## config.mk

```make
export PLATFORM = sky130hd
export DESIGN_NAME = act_skew_feeder
export DESIGN_NICKNAME = d
export VERILOG_FILES = /design/src/rtl/act_skew_feeder.sv
export SDC_FILE = /design/constraint.sdc
export NUM_CORES = 1
export LEC_CHECK = 0
export BUFFER_PORTS_ARGS = -buffer_cell sky130_fd_sc_hd__buf_2
export CAP_MARGIN = 0
export CORE_AREA = 10 10 173 216
export DETAILED_ROUTE_END_ITERATION = 10
export DIE_AREA = 0 0 183 226
export PLACE_DENSITY = 0.45
export SETUP_SLACK_MARGIN = 0.1
export SLEW_MARGIN = 20
export SYNTH_ARGS = -nofsm -noshare
export SYNTH_HDL_FRONTEND = slang
export SYNTH_SLANG_ARGS = --single-unit
```

## constraint.sdc

```tcl
create_clock -name clk -period 2.3 [get_ports clk]
set_input_delay 0.115 -clock clk [delete_from_list [all_inputs] [get_ports clk]]
set_output_delay 0.115 -clock clk [all_outputs]
set_load 0.03 [all_outputs]
```

## src/rtl/act_skew_feeder.sv

```systemverilog
// Activation skew feeder: streams a run of SRAM words and re-times each lane
// so lane k reaches the systolic array k cycles after lane 0.
//
// state | meaning
// ------+---------------------------------------------------------------
// IDLE  | waiting for start; base/num_rows sampled on acceptance
// READ  | one SRAM read per cycle, num_rows reads total
// DRAIN | no more reads; waiting for the skew chains to empty
// DONE  | one-cycle completion pulse, then back to IDLE
module act_skew_feeder #(
    parameter int ADDRESSSIZE = 10,
    parameter int DATA_BW     = 8,
    parameter int NUM_LANES   = 8,
    parameter int WORDSIZE    = DATA_BW * NUM_LANES
) (
    input  logic                   clk,
    input  logic                   rst,
    input  logic                   start,
    input  logic [ADDRESSSIZE-1:0] base_addr,
    input  logic [ADDRESSSIZE-1:0] num_rows,
    output logic                   sram_re,
    output logic [ADDRESSSIZE-1:0] sram_addr,
    input  logic [WORDSIZE-1:0]    sram_rdata,
    output logic [WORDSIZE-1:0]    act_out,
    output logic [NUM_LANES-1:0]   act_valid,
    output logic                   busy,
    output logic                   done
);

    typedef enum logic [1:0] {
        IDLE  = 2'd0,
        READ  = 2'd1,
        DRAIN = 2'd2,
        DONE  = 2'd3
    } state_t;

    state_t                 state_q;
    state_t                 state_d;
    logic                   accept;
    logic [ADDRESSSIZE-1:0] addr_q;
    logic [ADDRESSSIZE-1:0] rows_left_q;
    logic                   rd_vld_q;
    logic [NUM_LANES-1:0]   lane_pend;
    logic                   pipe_pending;

    // State register
    always_ff @(posedge clk) begin
        if (rst) begin
            state_q <= IDLE;
        end else begin
            state_q <= state_d;
        end
    end

    // Next-state decode and state-derived outputs
    always_comb begin
        state_d = state_q;
        accept  = 1'b0;
        sram_re = 1'b0;
        busy    = 1'b0;
        done    = 1'b0;
        case (state_q)
            IDLE: begin
                if (start) begin
                    if (num_rows != '0) begin
                        accept  = 1'b1;
                        state_d = READ;
                    end else begin
                        state_d = DONE;
                    end
                end
            end
            READ: begin
                sram_re = 1'b1;
                busy    = 1'b1;
                if (rows_left_q == ADDRESSSIZE'(1)) begin
                    state_d = DRAIN;
                end
            end
            DRAIN: begin
                busy = 1'b1;
                // Only the last lane's output stage may still be occupied.
                if (!pipe_pending) begin
                    state_d = DONE;
                end
            end
            DONE: begin
                done    = 1'b1;
                state_d = IDLE;
            end
            default: begin
                state_d = IDLE;
            end
        endcase
    end

    // Read address and remaining-row down-counter; address holds after the last read
    always_ff @(posedge clk) begin
        if (rst) begin
            addr_q      <= '0;
            rows_left_q <= '0;
        end else if (accept) begin
            addr_q      <= base_addr;
            rows_left_q <= num_rows;
        end else if (state_q == READ) begin
            rows_left_q <= rows_left_q - ADDRESSSIZE'(1);
            if (rows_left_q != ADDRESSSIZE'(1)) begin
                addr_q <= addr_q + ADDRESSSIZE'(1);
            end
        end
    end

    assign sram_addr = addr_q;

    // Valid tag: read data arrives one cycle after the read enable
    always_ff @(posedge clk) begin
        if (rst) begin
            rd_vld_q <= 1'b0;
        end else begin
            rd_vld_q <= sram_re;
        end
    end

    for (genvar k = 0; k < NUM_LANES; k++) begin : g_lane
        logic [k:0]         vld_sr;
        logic [DATA_BW-1:0] dat_sr [0:k];

        // Lane k delay chain of k+1 stages; data is zeroed whenever not valid
        always_ff @(posedge clk) begin
            if (rst) begin
                vld_sr <= '0;
                for (int s = 0; s <= k; s++) begin
                    dat_sr[s] <= '0;
                end
            end else begin
                vld_sr[0] <= rd_vld_q;
                dat_sr[0] <= rd_vld_q ? sram_rdata[k*DATA_BW +: DATA_BW] : '0;
                for (int s = 1; s <= k; s++) begin
                    vld_sr[s] <= vld_sr[s-1];
                    dat_sr[s] <= dat_sr[s-1];
                end
            end
        end

        assign act_out[k*DATA_BW +: DATA_BW] = dat_sr[k];
        assign act_valid[k]                  = vld_sr[k];

        if (k == 0) begin : g_head
            assign lane_pend[k] = 1'b0;
        end else begin : g_tail
            assign lane_pend[k] = |vld_sr[k-1:0];
        end
    end

    assign pipe_pending = rd_vld_q | (|lane_pend) | (|act_valid[NUM_LANES-2:0]);

endmodule

```

== Yosys cells after proc, flatten, opt, wreduce, memory -nomap -nowiden ==
Memories as Yosys holds them, arrays and structs flattened.
Index checks and enable logic that the tools add are counted.
Storage, ports and cells
  register bits after elaboration: 59
  latch bits: 0
  bits in writable memories: 288
  bits in read-only memories: 0
  input port bits: 87
  logic and storage cells: 141
  memories: 8
Memories
  g_lane[7].dat_sr: words 8, bits a word 8, read ports 8, clocked after Yosys merged registers in 0, write ports 8, line 126  | logic [DATA_BW-1:0] dat_sr [0:k];
  g_lane[6].dat_sr: words 7, bits a word 8, read ports 7, clocked after Yosys merged registers in 0, write ports 7, line 126
  g_lane[5].dat_sr: words 6, bits a word 8, read ports 6, clocked after Yosys merged registers in 0, write ports 6, line 126
  g_lane[4].dat_sr: words 5, bits a word 8, read ports 5, clocked after Yosys merged registers in 0, write ports 5, line 126
  g_lane[3].dat_sr: words 4, bits a word 8, read ports 4, clocked after Yosys merged registers in 0, write ports 4, line 126
  g_lane[2].dat_sr: words 3, bits a word 8, read ports 3, clocked after Yosys merged registers in 0, write ports 3, line 126
  +2 memories
Cells by class
  $add $sub $neg: 2
  multipliers: 0
  divide/modulo/power cells: 0
  magnitude comparators: 0
  eq/ne operators: 8
  shift-type cells: 0
  multiplexer cells: 64
  bitwise gates (word level): 37
  reductions and logical operators: 10
Operator list (number)
  $mux 8: 44
  $mux 10: 5
  $or 1x1->1: 37
  $reduce_or 28->1: 1
  $add 10x1->10 const B: 1
  $eq 10x1->1 const B: 1
  $mux 1: 10
  $ne 10x1->1 const B: 1
  $reduce_bool 10->1: 1
  $sub 10x1->10 const B: 1
  $mux 2: 4
  $pmux 2 s4: 1
  $reduce_or 8->1: 1
  $reduce_or 7->1: 1
  $ne 2x2->1 const B: 3
  $eq 2x2->1 const B: 2
  $reduce_bool 2->1: 2
  $reduce_and 3->1: 1
  $eq 2x1->1 const B: 1
  $logic_not 2->1: 1
  $reduce_and 2->1: 1
  $reduce_or 2->1: 1

== Logic depth before layout (Yosys ltp) ==
Gate-level depths: netlist of run 1.
  depth after elaboration: 6
  gate-level depth with buffers: 7

== Least setup slack after synthesis of run 1 ==
OpenSTA, ideal clock, no wires.
  kind: flip-flop to flip-flop
  start point: reg state_q[1]
  end point: reg addr_q[9], in the netlist sram_addr[9]
  arrival: 1939 ps
  path slack: 270 ps
  cell stages (with the launch flop): 7
  path buffers: 1
  clock period less this slack: 2030 ps
  path through: dfxtp_1 > inv_1 > ha_1 > clkbuf_1 > o31ai_4 > or4_1 > a311oi_1
On the way
  word-level cells in the longest chain between the ends: 4
  elaborated cells between the ends (all ways): 7
Ends and longest elaborated chain
  start, declared: line 37  | state_t state_q;
  start signal, assigned: line 51  | state_q <= state_d;
  $logic_not 2->1: line 62  | case (state_q)
  $mux 1: line 62
  $reduce_bool 2->1 (no source line)
  $reduce_and 2->1 (no source line)
  end signal, assigned: line 103  | addr_q <= base_addr;
  end signal, assigned: line 108  | addr_q <= addr_q + ADDRESSSIZE'(1);
  end, declared: line 40  | logic [ADDRESSSIZE-1:0] addr_q;
Parallel ways exist; a longest one is shown, timed or not.
A chain may end at the register's enable or synchronous reset.

== Final worst setup path of run 1 ==
  start point: reg rows_left_q[5]
  end point: reg state_q[1]
On the way
  word-level cells in the longest chain between the ends: 3
Ends and longest elaborated chain
  start, declared: line 41  | logic [ADDRESSSIZE-1:0] rows_left_q;
  start signal, assigned: line 104  | rows_left_q <= num_rows;
  start signal, assigned: line 106  | rows_left_q <= rows_left_q - ADDRESSSIZE'(1);
  $eq 10x1->1: line 76  | if (rows_left_q == ADDRESSSIZE'(1)) begin
  $ne 2x2->1 (no source line)
  $reduce_and 3->1 (no source line)
No other way between the ends.

==> insert_results.sql, run 1 <==
INSERT INTO impl_metrics (metric_group, metric, value, unit) VALUES
('clocking', 'tritoncts_clock_tree', 'done', ''),
('yosys', 'yosys.cell_types.count', '37', ''),
('min_path', 'worst_hold_check_path_type', 'in2reg', ''),
('final_layout', 'design.final.nets', '1137', ''),
('floorplanning', 'die_w', '183', 'µm'),
('worst_setup_path', 'worst_ep_arrival_time', '2.45', 'ns'),
('timing', 'grt_setup_unrepaired', 'false', ''),
('clocking', 'num_cts_buffers', '36', ''),
('worst_setup_path', 'crit-reg2reg-launch', 'rows_left_q[5]', ''),
('yosys', 'async_reset_ff_share', '0', '%'),
('timing', 'worstMarginPinSlew', '0.6126', 'ns'),
('global_routing', 'grt_overflow_total', '0', ''),
('yosys', 'post_synthesis_instance_area', '0.009509', 'mm²'),
('drt', 'drtAntennaViolNets', '0', ''),
('yosys', 'synth_edf_count', '0', ''),
('global_routing', 'grt_antenna_before_repair', '1', ''),
('drt', 'firstDrtPassIters', '4', ''),
('min_path', 'timing.hold.worst_path_depth', '4', ''),
('clocking', 'insertion_delay', '0.50', 'ns'),
('timing', 'final-max-slew-violation-count', '0', ''),
('drt', 'avg_vias_per_cell', '3.791', ''),
('final_layout', 'syn_to_final_growth', '32.99', '%'),
('job', 'cap_violations', '0', ''),
('yosys', 'sequential_to_total_area_share_from_yosys_stat', '67.16', '%'),
('worst_setup_path', 'capture_point_of_the_worst_reg_to_reg_path', 'state_q[1]', ''),
('timing', 'finalSetupViolations', '0', ''),
('clocking', 'cts.htree.levels', '2', ''),
('timing', 'share_of_the_clock_period_used_by_the_worst_path', '87.95', '%'),
('drt', 'postRouteWirelength', '17.95', 'mm'),
('timing', 'timing.clock.skew', '0.01241', 'ns'),
('final_layout', 'postLayoutCoreUtil', '38.07', '%'),
('worst_setup_path', 'worst-setup-path-type', 'reg2reg', ''),
('yosys', 'ys.flop_type', 'sky130_fd_sc_hd__dfxtp_1', ''),
('drt', 'routed-via-count', '5637', ''),
('floorplanning', 'rows', '75', ''),
('worst_setup_path', 'required', '2.73', 'ns'),
('power', 'p_per_area', '1034', 'mW/mm²'),
('clocking', 'clockRootBuffer', 'sky130_fd_sc_hd__clkbuf_16', ''),
('min_path', 'worst_hold_startpoint', 'start', ''),
('final_layout', 'post_route_cells_drive_above_1_share', '22.11', '%'),
('yosys', 'ys_seq_elements', '319', ''),
('worst_setup_path', 'number_of_cells_traversed_by_the_worst_register_to_register_path', '4', ''),
('yosys', 'synth_warnings', '0', ''),
('placed_design', 'placed_cells', '1343', ''),
('global_routing', 'vias_in_the_first_global_route', '5605', ''),
('global_routing', 'global_route_wire_length_before_repair', '29.20', 'mm'),
('worst_setup_path', 'endpoint_kind', 'flop', ''),
('clocking', 'cts.clk_slew.worst_paths', '0.06', 'ns'),
('final_layout', 'final-instance-count-excl-fill', '1487', ''),
('floorplanning', 'die_h', '226', 'µm'),
('timing', 'slew-limit-headroom', '59.16', '%'),
('placed_design', 'placement.io_buffers', '171', ''),
('worst_setup_path', 'critical_path.startpoint_type', 'flop', ''),
('placed_design', 'dp_hpwl', '10.75', 'mm'),
('worst_setup_path', 'regToRegSetupSlack', '0.28', 'ns'),
('drt', 'post_drt_wl_per_cell', '12.07', 'µm'),
('timing', 'setup_total_negative_slack', '0', 'ns'),
('drt', 'drt_iter0_drc', '182', ''),
('placed_design', 'gp_routability_congestion', '0.7467', ''),
('floorplanning', 'die_area', '0.04136', 'mm²'),
('run_status', 'outcome', 'completed', ''),
('yosys', 'syn-num-nets', '913', ''),
('floorplanning', 'fp.coreArea', '0.03322', 'mm²'),
('timing', 'finalHoldViolations', '0', ''),
('power', 'worst_ir_drop_vdd', '442.2', 'µV'),
('clocking', 'cts.sinks', '319', ''),
('global_routing', 'grt_start_max_net_pins', '141', ''),
('placed_design', 'placed_area', '0.01058', 'mm²'),
('floorplanning', 'ios', '172', ''),
('min_path', 'hold-path-endpoint', 'state_q[1]', ''),
('timing', 'finalWorstPathRequiredPeriod', '2.023', 'ns'),
('clocking', 'clock_tree.buffer_depth', '3', ''),
('power', 'power.static_leakage', '5.333', 'nW'),
('drt', 'drc_violation_count_after_routing', '0', ''),
('floorplanning', 'initial_utilization', '28.63', '%'),
('yosys', 'syn_area_per_cell', '11.62', 'µm²'),
('worst_setup_path', 'critical_path_peak_fanout', '5', ''),
('timing', 'fmaxAchievable', '494.4', 'MHz'),
('yosys', 'syn_inst', '818', ''),
('final_layout', 'final_area', '0.01265', 'mm²'),
('global_routing', 'groute.usage.overall', '8.707', '%');
## state kept, by name (all words and copies together), names as in the netlist
name and flops:
g_lane.dat_sr 288, state_q 2, rows_left_q 10, sram_addr 10, rd_vld_q 1, g_lane.vld_sr 8
## final cells by class
| type | instances | area, µm² |
|---|---|---|
| Inverter | 6 | 22.52 |
| Antenna cell | 1 | 2.502 |
| Fill cell | 3296 | 20570 |
| Clock buffer | 53 | 1076 |
| Clock inverter | 6 | 136.4 |
| Tap cell | 423 | 529.3 |
| Multi-Input combinational cell | 419 | 2725 |
| Timing Repair Buffer | 260 | 1768 |
| Sequential cell | 319 | 6386 |
## worst max path at each step
stage / depth (start not counted) / slack (ns) / endpoint / from
6_report: 4 / 0.28 / state_q[1] / rows_left_q[5]
5_1_grt: 4 / 0.15 / sram_addr[7] / rows_left_q[5]
4_1_cts: 5 / 0.24 / sram_addr[7] / state_q[1]
3_5_place_dp: 5 / 0.27 / sram_addr[7] / state_q[1]
3_3_place_gp: 4 / 0.29 / state_q[1] / rows_left_q[5]
2_1_floorplan: 6 / 0.27 / sram_addr[9] / state_q[1]
## per-stage QoR
step / hold WS, ns / power [mW] / setup WS [ns]
after detailed placement: 0.3161 / 7.301 / 0.2703
after floorplan: 0.2367 / 6.935 / 0.2704
after global routing: 0.1136 / 13.73 / 0.1474
after CTS: 0.04625 / 13.34 / 0.2427
after global placement: 0.3138 / 7.286 / 0.2866
final: 0.07497 / 13.07 / 0.2773
## cell families after synthesis
family	count (synthesis)	synth area share [%]
compound gates	38	3.132
xor+xnor	10	0.9210
fa+ha+maj	8	1.053
buf+inv	80	4.487
flops	319	67.16
mux	1	0.1053
simple gates	362	23.14
## cells in the final DEF (no fill, tap or decap), types with 3 or more instances in the layout
master                          synthesis  routed
sky130_fd_sc_hd__nand2_1               10      10
sky130_fd_sc_hd__o31ai_1                6       5
sky130_fd_sc_hd__buf_2                  2     170
sky130_fd_sc_hd__clkbuf_8               0      10
sky130_fd_sc_hd__nand3_1                4       4
sky130_fd_sc_hd__inv_1                  6       6
sky130_fd_sc_hd__nand2b_1               3       3
sky130_fd_sc_hd__nor2_1                21      21
sky130_fd_sc_hd__nor3_1                 4       4
sky130_fd_sc_hd__xor2_1                 4       4
sky130_fd_sc_hd__dfxtp_1              319     319
sky130_fd_sc_hd__or3_1                  4       4
sky130_fd_sc_hd__nor2b_1              235     234
sky130_fd_sc_hd__and2_1                65      65
sky130_fd_sc_hd__buf_4                 33       3
sky130_fd_sc_hd__a311oi_1               8       8
sky130_fd_sc_hd__a211oi_1              11      11
sky130_fd_sc_hd__clkbuf_16              0      37
sky130_fd_sc_hd__bufinv_16              0       4
sky130_fd_sc_hd__clkbuf_1              39       7
sky130_fd_sc_hd__ha_1                   8       7
sky130_fd_sc_hd__xnor2_1                6       6
sky130_fd_sc_hd__o21ai_0                4       4
sky130_fd_sc_hd__or4_1                  6       6
sky130_fd_sc_hd__dlygate4sd3_1          0      84
## metal layers
metal	GRT usage [%]	share of wire (%)
met5	0	0
met1	9.722	42
met3	3.763	8.5
met4	4.025	2.9
met2	14.05	47
## synthesized netlist by cell type, types with 2 or more instances
library cell,count,share of area [%]
sky130_fd_sc_hd__dfxtp_1,319,67
sky130_fd_sc_hd__nor2b_1,235,15
sky130_fd_sc_hd__and2_1,65,4.3
sky130_fd_sc_hd__clkbuf_1,39,1.5
sky130_fd_sc_hd__buf_4,33,2.6
sky130_fd_sc_hd__nor2_1,21,0.83
sky130_fd_sc_hd__a211oi_1,11,0.87
sky130_fd_sc_hd__nand2_1,10,0.39
sky130_fd_sc_hd__a311oi_1,8,0.74
sky130_fd_sc_hd__ha_1,8,1.1
sky130_fd_sc_hd__inv_1,6,0.24
sky130_fd_sc_hd__o31ai_1,6,0.47
sky130_fd_sc_hd__or4_1,6,0.47
sky130_fd_sc_hd__xnor2_1,6,0.55
sky130_fd_sc_hd__nand3_1,4,0.21
sky130_fd_sc_hd__nor3_1,4,0.21
sky130_fd_sc_hd__o21ai_0,4,0.21
sky130_fd_sc_hd__or3_1,4,0.26
sky130_fd_sc_hd__xor2_1,4,0.37
sky130_fd_sc_hd__nand2b_1,3,0.20
sky130_fd_sc_hd__a21oi_1,2,0.11
sky130_fd_sc_hd__buf_2,2,0.11
sky130_fd_sc_hd__nand4_1,2,0.13
sky130_fd_sc_hd__nor4_1,2,0.13
sky130_fd_sc_hd__o31a_1,2,0.18
## what timing repair did
item | in CTS | in global routing
gates resized for setup | 0 | 2
hold buffers | 84 | 0
setup endpoints to repair | 0 | 7
hold endpoints to repair | 84 | 0
setup buffers | 0 | 0
## critical path, stage by stage (launching register included)
cell	delay, ns
sky130_fd_sc_hd__dfxtp_1	0.33
sky130_fd_sc_hd__or4_4	0.57
sky130_fd_sc_hd__o31a_1	0.36
sky130_fd_sc_hd__or4b_1	0.54
sky130_fd_sc_hd__a21oi_1	0.15
## power by group
group	internal (mW)	switching, mW
sequential	5.79	0.156
combinational	0.581	0.760
clock	3.67	2.12
total	10.0	3.04
Note: power is estimated with default switching activity, not from simulation.
==> run 2, diff against run 1 <==
- CORE_AREA: 10 10 173 216 -> 10 10 135 168
- DIE_AREA: 0 0 183 226 -> 0 0 145 178
- PLACE_DENSITY: 0.45 -> 0.7
==> run 2 against run 1 <==
  * Register-to-register slack improved by 0.02 ns
  * Cell count decreased by 11%
  * Non-clock buffer count increased by 1
  * Critical path type is now in2reg
  * Total power decreased by 5.6%
  * Critical path depth increased by 2
  * Largest power group unchanged
  * Fmax increased by 0.93%
  * Clock skew increased by 0.0027 ns
  * Setup slack improved by 0.019 ns
  * Global-route usage increased by 3.2 points
  * Die area decreased by 38%
  * Worst hold slack got worse by 0.014 ns
==> insert_results.sql, run 2 (synthesis gave the netlist of run 1 again) <==
INSERT INTO impl_metrics (metric_group, metric, value, unit) VALUES
('floorplanning', 'initial_utilization', '49.20', '%'),
('drt', 'firstDrtPassIters', '4', ''),
('final_layout', 'layout_common_cells', 'sky130_fd_sc_hd__dfxtp_1, sky130_fd_sc_hd__nor2b_1, sky130_fd_sc_hd__buf_2', ''),
('global_routing', 'grt_start_max_net_pins', '110', ''),
('drt', 'drtAntennaViolNets', '0', ''),
('drt', 'post_drt_wl_per_cell', '12.15', 'µm'),
('floorplanning', 'die_h', '178', 'µm'),
('clocking', 'cts.clk_slew.worst_paths', '0.06', 'ns'),
('placed_design', 'placed_area', '0.01038', 'mm²'),
('worst_setup_path', 'timing.critical_path.cells', 'dlygate4sd3_1, buf_2, or4_1, o41ai_1, or4b_1, a21oi_1', ''),
('timing', 'slew-limit-headroom', '63.98', '%'),
('timing', 'final-max-slew-violation-count', '0', ''),
('timing', 'share_of_the_clock_period_used_by_the_worst_path', '87.14', '%'),
('final_layout', 'max_flop_register', 'g_lane.dat_sr', ''),
('drt', 'top_layer_used', 'met4', ''),
('clocking', 'clockRootBuffer', 'sky130_fd_sc_hd__clkbuf_16', ''),
('drt', 'routed-via-count', '5626', ''),
('drt', 'drc_violation_count_after_routing', '0', ''),
('floorplanning', 'ios', '172', ''),
('min_path', 'timing.hold.worst_path_depth', '4', ''),
('floorplanning', 'die_w', '145', 'µm'),
('timing', 'setup_total_negative_slack', '0', 'ns'),
('power', 'worst_ir_drop_vdd', '710.1', 'µV'),
('global_routing', 'grt_antenna_before_repair', '0', ''),
('placed_design', 'dp_hpwl', '9.582', 'mm'),
('final_layout', 'design.final.nets', '1131', ''),
('final_layout', 'antennaDiodeCount', '0', ''),
('clocking', 'cts.sinks', '319', ''),
('clocking', 'insertion_delay', '0.52', 'ns'),
('clocking', 'clock_tree.buffer_depth', '3', ''),
('drt', 'wire_length_on_met1', '6.305', 'mm'),
('floorplanning', 'rows', '57', ''),
('worst_setup_path', 'cp_max_stage_cell', 'sky130_fd_sc_hd__or4_1', ''),
('timing', 'worstMarginPinSlew', '0.5404', 'ns'),
('floorplanning', 'fp.coreArea', '0.01933', 'mm²'),
('timing', 'finalHoldViolations', '0', ''),
('min_path', 'worst_hold_check_path_type', 'in2reg', ''),
('power', 'p_per_area', '1006', 'mW/mm²'),
('timing', 'grt_setup_unrepaired', 'false', ''),
('run_status', 'outcome', 'completed', ''),
('final_layout', 'final_area', '0.01226', 'mm²'),
('final_layout', 'largest_reg_flops', '288', ''),
('power', 'power.static_leakage', '5.251', 'nW'),
('timing', 'layout_setup_ws', '0.2959', 'ns'),
('clocking', 'num_cts_buffers', '29', ''),
('placed_design', 'placement.io_buffers', '171', ''),
('timing', 'finalSetupViolations', '0', ''),
('global_routing', 'groute.usage.overall', '11.92', '%'),
('worst_setup_path', 'worst_ep_arrival_time', '2.45', 'ns'),
('floorplanning', 'die_area', '0.02581', 'mm²'),
('timing', 'timing.clock.skew', '0.01515', 'ns'),
('worst_setup_path', 'required', '2.75', 'ns'),
('drt', 'avg_vias_per_cell', '4.269', ''),
('timing', 'fmaxAchievable', '499.0', 'MHz'),
('worst_setup_path', 'critical_path.startpoint_type', 'primary input', ''),
('job', 'cap_violations', '0', ''),
('worst_setup_path', 'timing.critical_path.depth', '6', ''),
('drt', 'postRouteWirelength', '16.01', 'mm'),
('clocking', 'tritoncts_clock_tree', 'done', ''),
('worst_setup_path', 'endpoint_kind', 'flop', ''),
('drt', 'route.met2.wl', '8.257', 'mm'),
('worst_setup_path', 'worst-setup-path-type', 'in2reg', ''),
('final_layout', 'post_route_cells_drive_above_1_share', '21.75', '%'),
('timing', 'finalWorstPathRequiredPeriod', '2.004', 'ns'),
('worst_setup_path', 'max_stage_delay', '0.59', 'ns'),
('drt', 'drt_iter0_drc', '175', ''),
('placed_design', 'dp_worst_setup_slack', '0.3009', 'ns'),
('final_layout', 'syn_to_final_growth', '28.95', '%'),
('clocking', 'cts.htree.levels', '1', ''),
('final_layout', 'final_common_cell', 'sky130_fd_sc_hd__dfxtp_1', ''),
('worst_setup_path', 'critical_path_peak_fanout', '2', ''),
('global_routing', 'vias_in_the_first_global_route', '5394', ''),
('worst_setup_path', 'number_of_cells_traversed_by_the_worst_register_to_register_path', '4', ''),
('global_routing', 'grt_overflow_total', '0', ''),
('power', 'p_total', '12.34', 'mW'),
('worst_setup_path', 'critical_path_buf_inv_count', '2', ''),
('placed_design', 'gp_routability_congestion', '0.8260', ''),
('global_routing', 'global_route_wire_length_before_repair', '26.05', 'mm'),
('drt', 'met3_length', '929', 'µm'),
('worst_setup_path', 'cpLargestDelayFamily', 'simple AND/OR/NAND/NOR gates', '');
-- run 2: cell count changes in the layout (fill, tap and decap cells not counted) --
cell,previous run,this run
sky130_fd_sc_hd__clkbuf_16,37,29
sky130_fd_sc_hd__clkbuf_1,7,2
sky130_fd_sc_hd__buf_4,3,5
sky130_fd_sc_hd__bufinv_16,4,6
sky130_fd_sc_hd__clkbuf_8,10,8
sky130_fd_sc_hd__clkinv_2,0,2
sky130_fd_sc_hd__buf_12,2,1
sky130_fd_sc_hd__diode_2,1,0
sky130_fd_sc_hd__ha_1,7,8
sky130_fd_sc_hd__ha_2,1,0
-- run 2: repair_timing --
item                                    in CTS  in global routing
buffers inserted                             0                  0
resized for setup                            0                  1
hold buffers                                84                  0
hold endpoints to repair                    84                  0
endpoints found under the setup margin       0                  2
-- run 2: power by group --
part           switching [mW]  internal (mW)
Combinational           0.750          0.578
Sequential              0.155           5.79
Clock                    1.89           3.19
-- run 2: worst paths after layout --
path	to	slack [ns]	from
setup / recovery	state_q[1]	0.30	num_rows[4]
hold / removal	state_q[0]	0.06	start
setup reg to reg	state_q[1]	0.30	rows_left_q[5]
hold reg to reg	g_lane[6].dat_sr[4][4]	0.43	g_lane[6].dat_sr[3][4]
-- run 2: cell type report --
| type | count | area, µm² |
|---|---|---|
| clock inverter | 10 | 206.4 |
| inverter | 6 | 22.52 |
| tap | 265 | 331.6 |
| clock buffer | 38 | 829.5 |
| fill | 1493 | 7066 |
| sequential | 319 | 6386 |
| multi-input combinational | 419 | 2723 |
| timing repair buffer | 261 | 1763 |
-- run 2: worst min-delay path: stages --
cell,delay (ns)
sky130_fd_sc_hd__buf_2,0.08
sky130_fd_sc_hd__nor2b_1,0.05
sky130_fd_sc_hd__nor3_1,0.17
sky130_fd_sc_hd__mux2i_1,0.10
-- run 2: through the flow --
step / hold WS, ns / util [%] / std cells
4_1_cts: 0.03176 / 63.42 / 1318
2_1_floorplan: 0.2367 / - / 818
3_3_place_gp: 0.3140 / 53.71 / 1186
5_1_grt: 0.08828 / 63.44 / 1318
6_report: 0.06082 / 63.44 / 1318
3_5_place_dp: 0.3177 / 53.71 / 1186
-- run 2: routing by layer --
layer	global-route usage, %	vias up
met5	0	-
met4	5.541	0
met3	3.194	40
met2	21.55	132
met1	12.74	2495
li1	-	2959
